===== config.mk =====
export PLATFORM = sky130hd
export DESIGN_NAME = serial_adder
export DESIGN_NICKNAME = d
export VERILOG_FILES = /design/src/rtl/serial_adder_pkg.sv /design/src/rtl/fulladder.sv /design/src/rtl/serial_adder.sv
export SDC_FILE = /design/constraint.sdc
export NUM_CORES = 1
export LEC_CHECK = 0
export BUFFER_PORTS_ARGS = -buffer_cell sky130_fd_sc_hd__buf_2
export CAP_MARGIN = 20
export CORE_ASPECT_RATIO = 1.1
export CORE_MARGIN = 4
export CORE_UTILIZATION = 48
export CTS_CLUSTER_SIZE = 10
export DETAILED_ROUTE_END_ITERATION = 6
export GPL_ROUTABILITY_DRIVEN = 0
export PLACE_DENSITY = 0.74
export SLEW_MARGIN = 20
export SYNTH_ARGS = -nofsm -noshare
export SYNTH_HDL_FRONTEND = slang
export SYNTH_SLANG_ARGS = --single-unit

===== constraint.sdc =====
create_clock -name clk -period 1.38 [get_ports clk]
set_clock_uncertainty 0.15 [all_clocks]
set_input_delay 0.069 -clock clk [delete_from_list [all_inputs] [get_ports clk]]
set_output_delay 0.069 -clock clk [all_outputs]
set_load 0.05 [all_outputs]

===== src/rtl/serial_adder_pkg.sv =====
// -----------------------------------------------------------------------------
// serial_adder_pkg
// Shared definitions for the bit-serial adder.
//   state_t      : FSM state encoding (IDLE, RUN, DONE)
//   counterWidth : width of the bit counter for a given operand width
// -----------------------------------------------------------------------------
package serial_adder_pkg;

    // The counter has one bit more than $clog2(width). It can therefore count
    // up to width itself and never wraps inside an operation.
    typedef enum logic [1:0] {
        IDLE = 2'd0,
        RUN  = 2'd1,
        DONE = 2'd2
    } state_t;

    localparam int MIN_WIDTH = 2;
    localparam int MAX_WIDTH = 32;

    function automatic int counterWidth(input int width);
        return $clog2(width) + 1;
    endfunction

endpackage


===== src/rtl/fulladder.sv =====
// -----------------------------------------------------------------------------
// fulladder
// Single-bit full adder. Combinational only.
//   a, b, c_in : addend bits and carry in
//   s          : sum bit
//   c          : carry out
// -----------------------------------------------------------------------------
module fulladder (
    input  logic a,
    input  logic b,
    input  logic c_in,
    output logic s,
    output logic c
);

    // Sum is the parity of the three inputs. The carry is generated when
    // both addend bits are set, or propagated when exactly one is set.
    assign s = a ^ b ^ c_in;
    assign c = (a & b) | (c_in & (a ^ b));

endmodule


===== src/rtl/serial_adder.sv =====
// -----------------------------------------------------------------------------
// serial_adder
// Adds two WIDTH-bit operands and a carry-in bit-serially, LSB first, with one
// 1-bit full adder. Each clock of the RUN state processes one bit.
//   clk    : rising-edge clock
//   rst_n  : asynchronous active-low reset (the release is synchronised
//            outside this block)
//   start  : begin an addition; looked at only in IDLE
//   a, b   : operands, captured when start is accepted
//   c_in   : carry-in, captured when start is accepted
//   busy   : high while bits are being processed (RUN)
//   done   : one-cycle pulse; sum/c_out are valid
//   sum    : result; holds from done until the next accepted start
//   c_out  : final carry; same hold behaviour as sum
// -----------------------------------------------------------------------------
module serial_adder
    import serial_adder_pkg::*;
#(
    parameter int WIDTH = 8
) (
    input  logic             clk,
    input  logic             rst_n,
    input  logic             start,
    input  logic [WIDTH-1:0] a,
    input  logic [WIDTH-1:0] b,
    input  logic             c_in,
    output logic             busy,
    output logic             done,
    output logic [WIDTH-1:0] sum,
    output logic             c_out
);

    localparam int                CNT_W    = counterWidth(WIDTH);
    localparam logic [CNT_W-1:0]  LAST_BIT = CNT_W'(WIDTH - 1);

    state_t             r_state;
    state_t             w_nextState;
    logic [WIDTH-1:0]   r_shiftA;
    logic [WIDTH-1:0]   r_shiftB;
    logic [WIDTH-1:0]   r_sum;
    logic               r_carry;
    logic [CNT_W-1:0]   r_count;
    logic               w_sumBit;
    logic               w_carryBit;

    // The single full adder always works on the current LSBs of the operand
    // shift registers and the running carry.
    fulladder u_fullAdder (
        .a    (r_shiftA[0]),
        .b    (r_shiftB[0]),
        .c_in (r_carry),
        .s    (w_sumBit),
        .c    (w_carryBit)
    );

    // State register.
    always_ff @(posedge clk or negedge rst_n) begin
        if (!rst_n) begin
            r_state <= IDLE;
        end else begin
            r_state <= w_nextState;
        end
    end

    // Next-state logic. RUN exits on the edge that consumes bit WIDTH-1.
    // DONE lasts exactly one cycle, so start is ignored everywhere except IDLE.
    always_comb begin
        w_nextState = r_state;
        case (r_state)
            IDLE:    if (start) w_nextState = RUN;
            RUN:     if (r_count == LAST_BIT) w_nextState = DONE;
            DONE:    w_nextState = IDLE;
            default: w_nextState = IDLE;
        endcase
    end

    // Datapath. Operands load only on an accepted start. In RUN, each edge
    // shifts the new sum bit into the sum MSB, so after WIDTH edges the LSB
    // of the result sits at bit 0. The datapath holds in DONE and IDLE, and
    // that keeps sum and c_out stable until the next accepted start.
    always_ff @(posedge clk or negedge rst_n) begin
        if (!rst_n) begin
            r_shiftA <= '0;
            r_shiftB <= '0;
            r_sum    <= '0;
            r_carry  <= 1'b0;
            r_count  <= '0;
        end else begin
            case (r_state)
                IDLE: begin
                    if (start) begin
                        r_shiftA <= a;
                        r_shiftB <= b;
                        r_sum    <= '0;
                        r_carry  <= c_in;
                        r_count  <= '0;
                    end
                end
                RUN: begin
                    r_shiftA <= r_shiftA >> 1;
                    r_shiftB <= r_shiftB >> 1;
                    r_sum    <= {w_sumBit, r_sum[WIDTH-1:1]};
                    r_carry  <= w_carryBit;
                    r_count  <= r_count + CNT_W'(1);
                end
                default: begin
                end
            endcase
        end
    end

    assign busy  = (r_state == RUN);
    assign done  = (r_state == DONE);
    assign sum   = r_sum;
    assign c_out = r_carry;

endmodule


==> results.md, run 1 <==
* Status: finished, violations left
* Failing checks: setup timing
* Hold Crit Class: in2async
* Die W at 61.4 um
* Slew Viols, Final at 0
* Post-route DRC at 0
* Yosys top cell area share at 0.515
* Compound-Gate Fraction of Synth Area at 0.294
* Top Ports at 31
* CP bufs+invs at 3
* CP max stage delay at 0.43 ns
* Placed inst area at 1750 um2
* Worst-skew pair later-pin latency at 0.34 ns
* TNS Setup at -0.898 ns
* Ys flop type: dfrtp_1
* Final period util at 1.11
* Area of the multi-input gates at 737 um2
* Synth unique cells at 26
* Vias in the first global route at 1370
* Met3 wire length at 326 um
* First-pass GRT wire length at 6490 um
* Fin crit period at 1.53 ns
* Post-synthesis xor/xnor area fraction at 0
* Synth Area in Simple Gates at 0.108
* Family with the most delay on the worst path: buffers and inverters
* Height of the chip at 66.7 um
* Iter 0 DRT Violations at 115
* Cell accounting for the most synthesized area: dfrtp_1
* Final Setup Violations at 20
* Via count at 1480
* Final Hold Slack at 0.0202 ns
* TritonRoute pass-1 iters at 4
* Largest net degree at the start of global routing at 22
* Clock transition at path regs at 0.11 ns
* Row cnt at 21
* Syn nets at 161
* WL met2 at 2780 um
* Crit Path Max Fanout at 8
* DR top layer: met4
* CP max-delay cell: dfrtp_1
* Share of layout cells above drive strength 1 at 0.451
* WP data required at 1.16 ns
* Clk sink count at 31
* Routed WL at 5060 um
* Gate Count Post-Synth at 139
* Area of the die at 4100 um2
* Via density per instance at 5.94
* Final instance area at 2320 um2
* Nets at 236
* Number of synthesized flops with an enable pin at 0
* Antenna cells at 0
* Critical path arrival at 1.31 ns
* F_max at 653 MHz
* Syn Area/Cell at 10.8 um2
* Pre-CTS setup slack at -0.187 ns
* CTS tree: done
* Core area at 3020 um2
* Power Density at 2220 nW/um2
* DPL Wire Length at 2460 um
* Main combinational cell family by area after synthesis: compound AO/OA/AOI/OAI gates
* FF+latch area at 778 um2
* RSZ-0062 raised after global routing: yes
* Crit. End Element: output pin
* Slew Limit Headroom at 0.733
* Count leader, synth: dfrtp_1
* I/O Buffers at 30
* Async S/R FF share, synth at 1.00
* Peak VDD IR at 1.87 mV
* Crit path kind: reg2out
* P&R area growth vs syn at 54.4%
* Synth top cells by count: dfrtp_1 (31), a22oi_1 (14), a21oi_2 (10), o21ai_1 (10)
* Root Driver: clkbuf_4
* Synthesized area at 1510 um2
* Largest cells by area after synthesis: dfrtp_1 (52%), a22oi_1 (7.0%), a21oi_2 (5.8%)
* Worst Tran Pin Value at 0.401 ns
* Antenna violations before repair at 0
* Final hold vios at 0
* Final setup margin at -0.151 ns
* Multiplexer share of the synthesized area at 0.00748
* Antenna Nets Post-Route at 0
* Metal-1 WL at 1780 um
* Gr ovfl total at 0
* Max-cap viol count at 0
* Adder-cell share of the synthesized area at 0.0216
* Cts bufs inserted at 5
* Sequential share of the synthesized area at 0.515
* Initial Util at 0.498
* Util after Layout at 0.769
* All-layer global routing usage at 0.218
* P_leak at 1.06 nW
* Filler cell count at 179
* H-Tree Depth at 2
* Yosys warns at 0
* Drt wl/cell at 20.3 um
* Clock Path Buffers at 2
* Yosys reg bits at 31
* Worst Setup Start Kind: flip-flop
* Critical-path cell list: buf_6, buf_12, nor2b_4, buf_8
power breakdown:
part | internal, W | total [W] | switching [W] | leakage (nW)
sequential | 0.00127 | 0.00162 | 0.000346 | 0.402
combinational | 0.00136 | 0.00297 | 0.00161 | 0.631
clock | 0.000204 | 0.000558 | 0.000355 | 0.0314
kinds of logic after synthesis:
group | after synthesis
AOI/OAI and AO/OA | 63
adders and majority gates | 2
buffers and inverters | 14
DFF | 31
muxes | 1
and+or+nand+nor | 28
routing by layer:
metal | vias up | GRT usage
met5 | - | 0
met4 | 0 | 0.0557
met3 | 21 | 0.0640
met2 | 78 | 0.384
met1 | 721 | 0.255
li1 | 660 | -
per-stage QoR:
step           instances  power [W]
3_5_place_dp         204    0.00362
3_3_place_gp         204    0.00352
5_1_grt              249    0.00541
6_report             249    0.00515
4_1_cts              235    0.00442
2_1_floorplan        139    0.00304
cells in the final DEF (no fill, tap or decap), drive strengths merged, types with 7 or more instances in the layout:
cell type,netlist,layout
a21oi,15,15
a22oi,14,14
o21ai,19,19
dfrtp,31,31
and2b,7,7
buf,8,56
nor2b,9,9
dlygate4sd3,0,19
clkbuf,2,8
a22o,9,9
final cells by class:
| type | count | share of cell area |
|---|---|---|
| inverter | 4 | 0.00753 |
| tap | 34 | 0.0183 |
| timing repair buffer | 78 | 0.295 |
| clock inverter | 3 | 0.0108 |
| sequential | 31 | 0.335 |
| clock buffer | 5 | 0.0161 |
| multi-input combinational | 94 | 0.317 |
repair_timing:
item                                   CTS  global route
endpoints found under the hold margin   49             0
buffers inserted                         4            11
setup endpoints to repair               29            29
gates resized for setup                 12            26
cloned                                   0             3
pin swaps                                0             9
hold buffers                            19             0
registers in the layout, indices dropped and copies added, names as in the netlist:
name / count
r_shiftA: 8
r_shiftB: 8
r_count: 4
c_out: 1
sum: 8
r_state: 2
final timing paths:
kind | to | slack [ns] | startpoint | depth (start not counted)
max in group asynchronous | r_shiftB[0] | 0.64 | rst_n | 3
max reg2reg | r_shiftA[4] | -0.12 | r_state[1] | 4
min | r_shiftA[1] | 0.02 | rst_n | 2
min reg2reg | sum[0] | 0.36 | sum[0] | 1
min in group clk | r_shiftB[0] | 0.10 | start | 4
max | done | -0.15 | r_state[0] | 4
Note: power is estimated with default switching activity, not from simulation.
==> run 2, diff against run 1 <==
- ABC_AREA: not set -> 1
- ABC_CLOCK_PERIOD_IN_PS: not set -> 1380
- PLACE_DENSITY: 0.74 -> 0.75
==> results.md, run 2 <==
* TritonRoute pass-1 iters at 4
* Initial Util at 0.511
* CTS tree: done
* Number of synthesized flops with an enable pin at 0
* Status: finished, final reports clean
* Top Ports at 31
* Synth top cells by count: nand2_1 (51), nand3_1 (44), dfrtp_1 (31)
* I/O Buffers at 30
* Height of the chip at 65.3 um
* Core area at 2800 um2
* Antenna violations before repair at 0
* WP data required at 1.16 ns
* Worst Tran Pin Value at 0.673 ns
* Util after Layout at 0.677
* P&R area growth vs syn at 32.6%
* DPL Wire Length at 1960 um
* Reg-to-reg slack, setup at 0.08 ns
* Nets at 235
* Critical path arrival at 1.11 ns
* Worst Setup Start Kind: flip-flop
* All-layer global routing usage at 0.192
* Yosys top cell area share at 0.542
* Sequential share of the synthesized area at 0.542
* F_max at 751 MHz
* Final setup margin at 0.0478 ns
* Syn Area/Cell at 9.00 um2
* Cell accounting for the most synthesized area: dfrtp_1
* Yosys reg bits at 31
* Gr ovfl total at 0
* Final Setup Violations at 0
* Vias in the first global route at 1322
* Area of the die at 3920 um2
* P_leak at 0.973 nW
* Syn nets at 181
* Final period util at 0.965
* Clock transition at path regs at 0.10 ns
* Antenna cells at 0
* Peak VDD IR at 1.41 mV
* Drt wl/cell at 12.8 um
* Crit path kind: reg2out
* Synthesized area at 1430 um2
* Root Driver: clkbuf_4
* Worst-skew pair later-pin latency at 0.33 ns
* RSZ-0062 raised after global routing: yes
* First-pass GRT wire length at 5690 um
* Pre-CTS setup slack at 0.0812 ns
* Slew Limit Headroom at 0.551
* Largest cells by area after synthesis: dfrtp_1 (54%), nand3_1 (15%), nand2_1 (13%)
* Gate Count Post-Synth at 159
* H-Tree Depth at 2
* Most frequent cells in the layout: nand2_1 (51), nand3_1 (44), dfrtp_1 (29)
* Max-cap viol count at 0
* Via density per instance at 5.14
* Routed WL at 3150 um
* Ys flop type: dfrtp_1
* Iter 0 DRT Violations at 96
* Power Density at 2180 nW/um2
* Slew Viols, Final at 0
* Commonest non-fill, non-tap cell in the layout: nand2_1
* Yosys warns at 0
* Async S/R FF share, synth at 1.00
* Die W at 60.1 um
* Hold Crit Class: in2async
* Synth unique cells at 24
* Final hold vios at 0
* Fin crit period at 1.33 ns
* Share of layout cells above drive strength 1 at 0.262
* Crit Path Max Fanout at 6
* Largest net degree at the start of global routing at 32
* Crit. End Element: output pin
* Count leader, synth: nand2_1
* Post-route DRC at 0
* Via count at 1270
* Cts bufs inserted at 5
* Clock Path Buffers at 2
* Row cnt at 20
* Antenna Nets Post-Route at 0
* Clk sink count at 31
-- run 2: final cells by class --
type                       count  area (um2)
inverter                       7        33.8
timing repair buffer          55         405
sequential                    31         778
clock buffer                   6        51.3
timing repair inverter         1        6.26
multi-input combinational    112         547
fill                         241         905
clock inverter                 2        35.0
tap                           33        41.3
-- run 2: stage by stage --
stage               power (W)  instances  instance area [um2]  setup TNS [ns]  hold WS [ns]
floorplan             0.00290        159                 1440         -0.0387        -0.377
global placement      0.00316        217                 1570               0      -0.00709
detailed placement    0.00324        217                 1570               0       0.00117
CTS                   0.00414        246                 1880               0         0.173
global route          0.00447        247                 1900       -0.000948         0.213
finish                0.00415        247                 1900               0         0.144
-- run 2: worst paths after layout --
path                                  start          end  depth (start not counted)
worst min register to register  r_shiftA[7]  r_shiftA[6]                          2
min in group clk                       b[6]  r_shiftB[6]                          4
worst min-delay path                  rst_n       sum[7]                          2
worst max register to register   r_state[0]       sum[5]                          6
worst max-delay path             r_state[1]         busy                          4
max in group asynchronous             rst_n        c_out                          2
-- run 2: critical path, cell delays in order, from the launching register on --
cell     delay [ns]
dfrtp_1        0.38
inv_2          0.10
nand2_4        0.10
inv_8          0.07
buf_8          0.13
-- run 2: what timing repair did --
item                                   4_1_cts  5_1_grt
pin swaps                                    0        1
endpoints found under the hold margin       48        0
gates cloned                                 1        0
buffers inserted                             1        1
gates resized for setup                      6        3
setup endpoints to repair                    2        6
hold buffers                                19        0
-- run 2: layer usage --
layer / vias to the layer above / global-route usage / routed length, um
met5: - / 0 / 0
met2: 44 / 0.326 / 1580
met3: 7 / 0.0688 / 243
met4: 0 / 0.0554 / 42
met1: 591 / 0.225 / 1290
li1: 628 / - / -
-- run 2: logic make-up (layout without fill, tap and decap cells) --
family                   count (synthesis)  count (layout)  share of synthesized area
buffers and inverters                   16              71                     0.0795
XOR/XNOR                                 1               1                    0.00612
adder cells (fa/ha/maj)                  2               2                     0.0227
AND/OR/NAND/NOR                        104             104                      0.331
AO/OA/AOI/OAI                            5               5                     0.0184
flip-flops                              31              31                      0.542
-- run 2: where the power goes --
group | total [W] | switching (W) | internal, W
clock | 0.000749 | 0.000321 | 0.000428
combinational | 0.00187 | 0.00124 | 0.000631
sequential | 0.00153 | 0.000257 | 0.00127
total | 0.00415 | 0.00181 | 0.00233
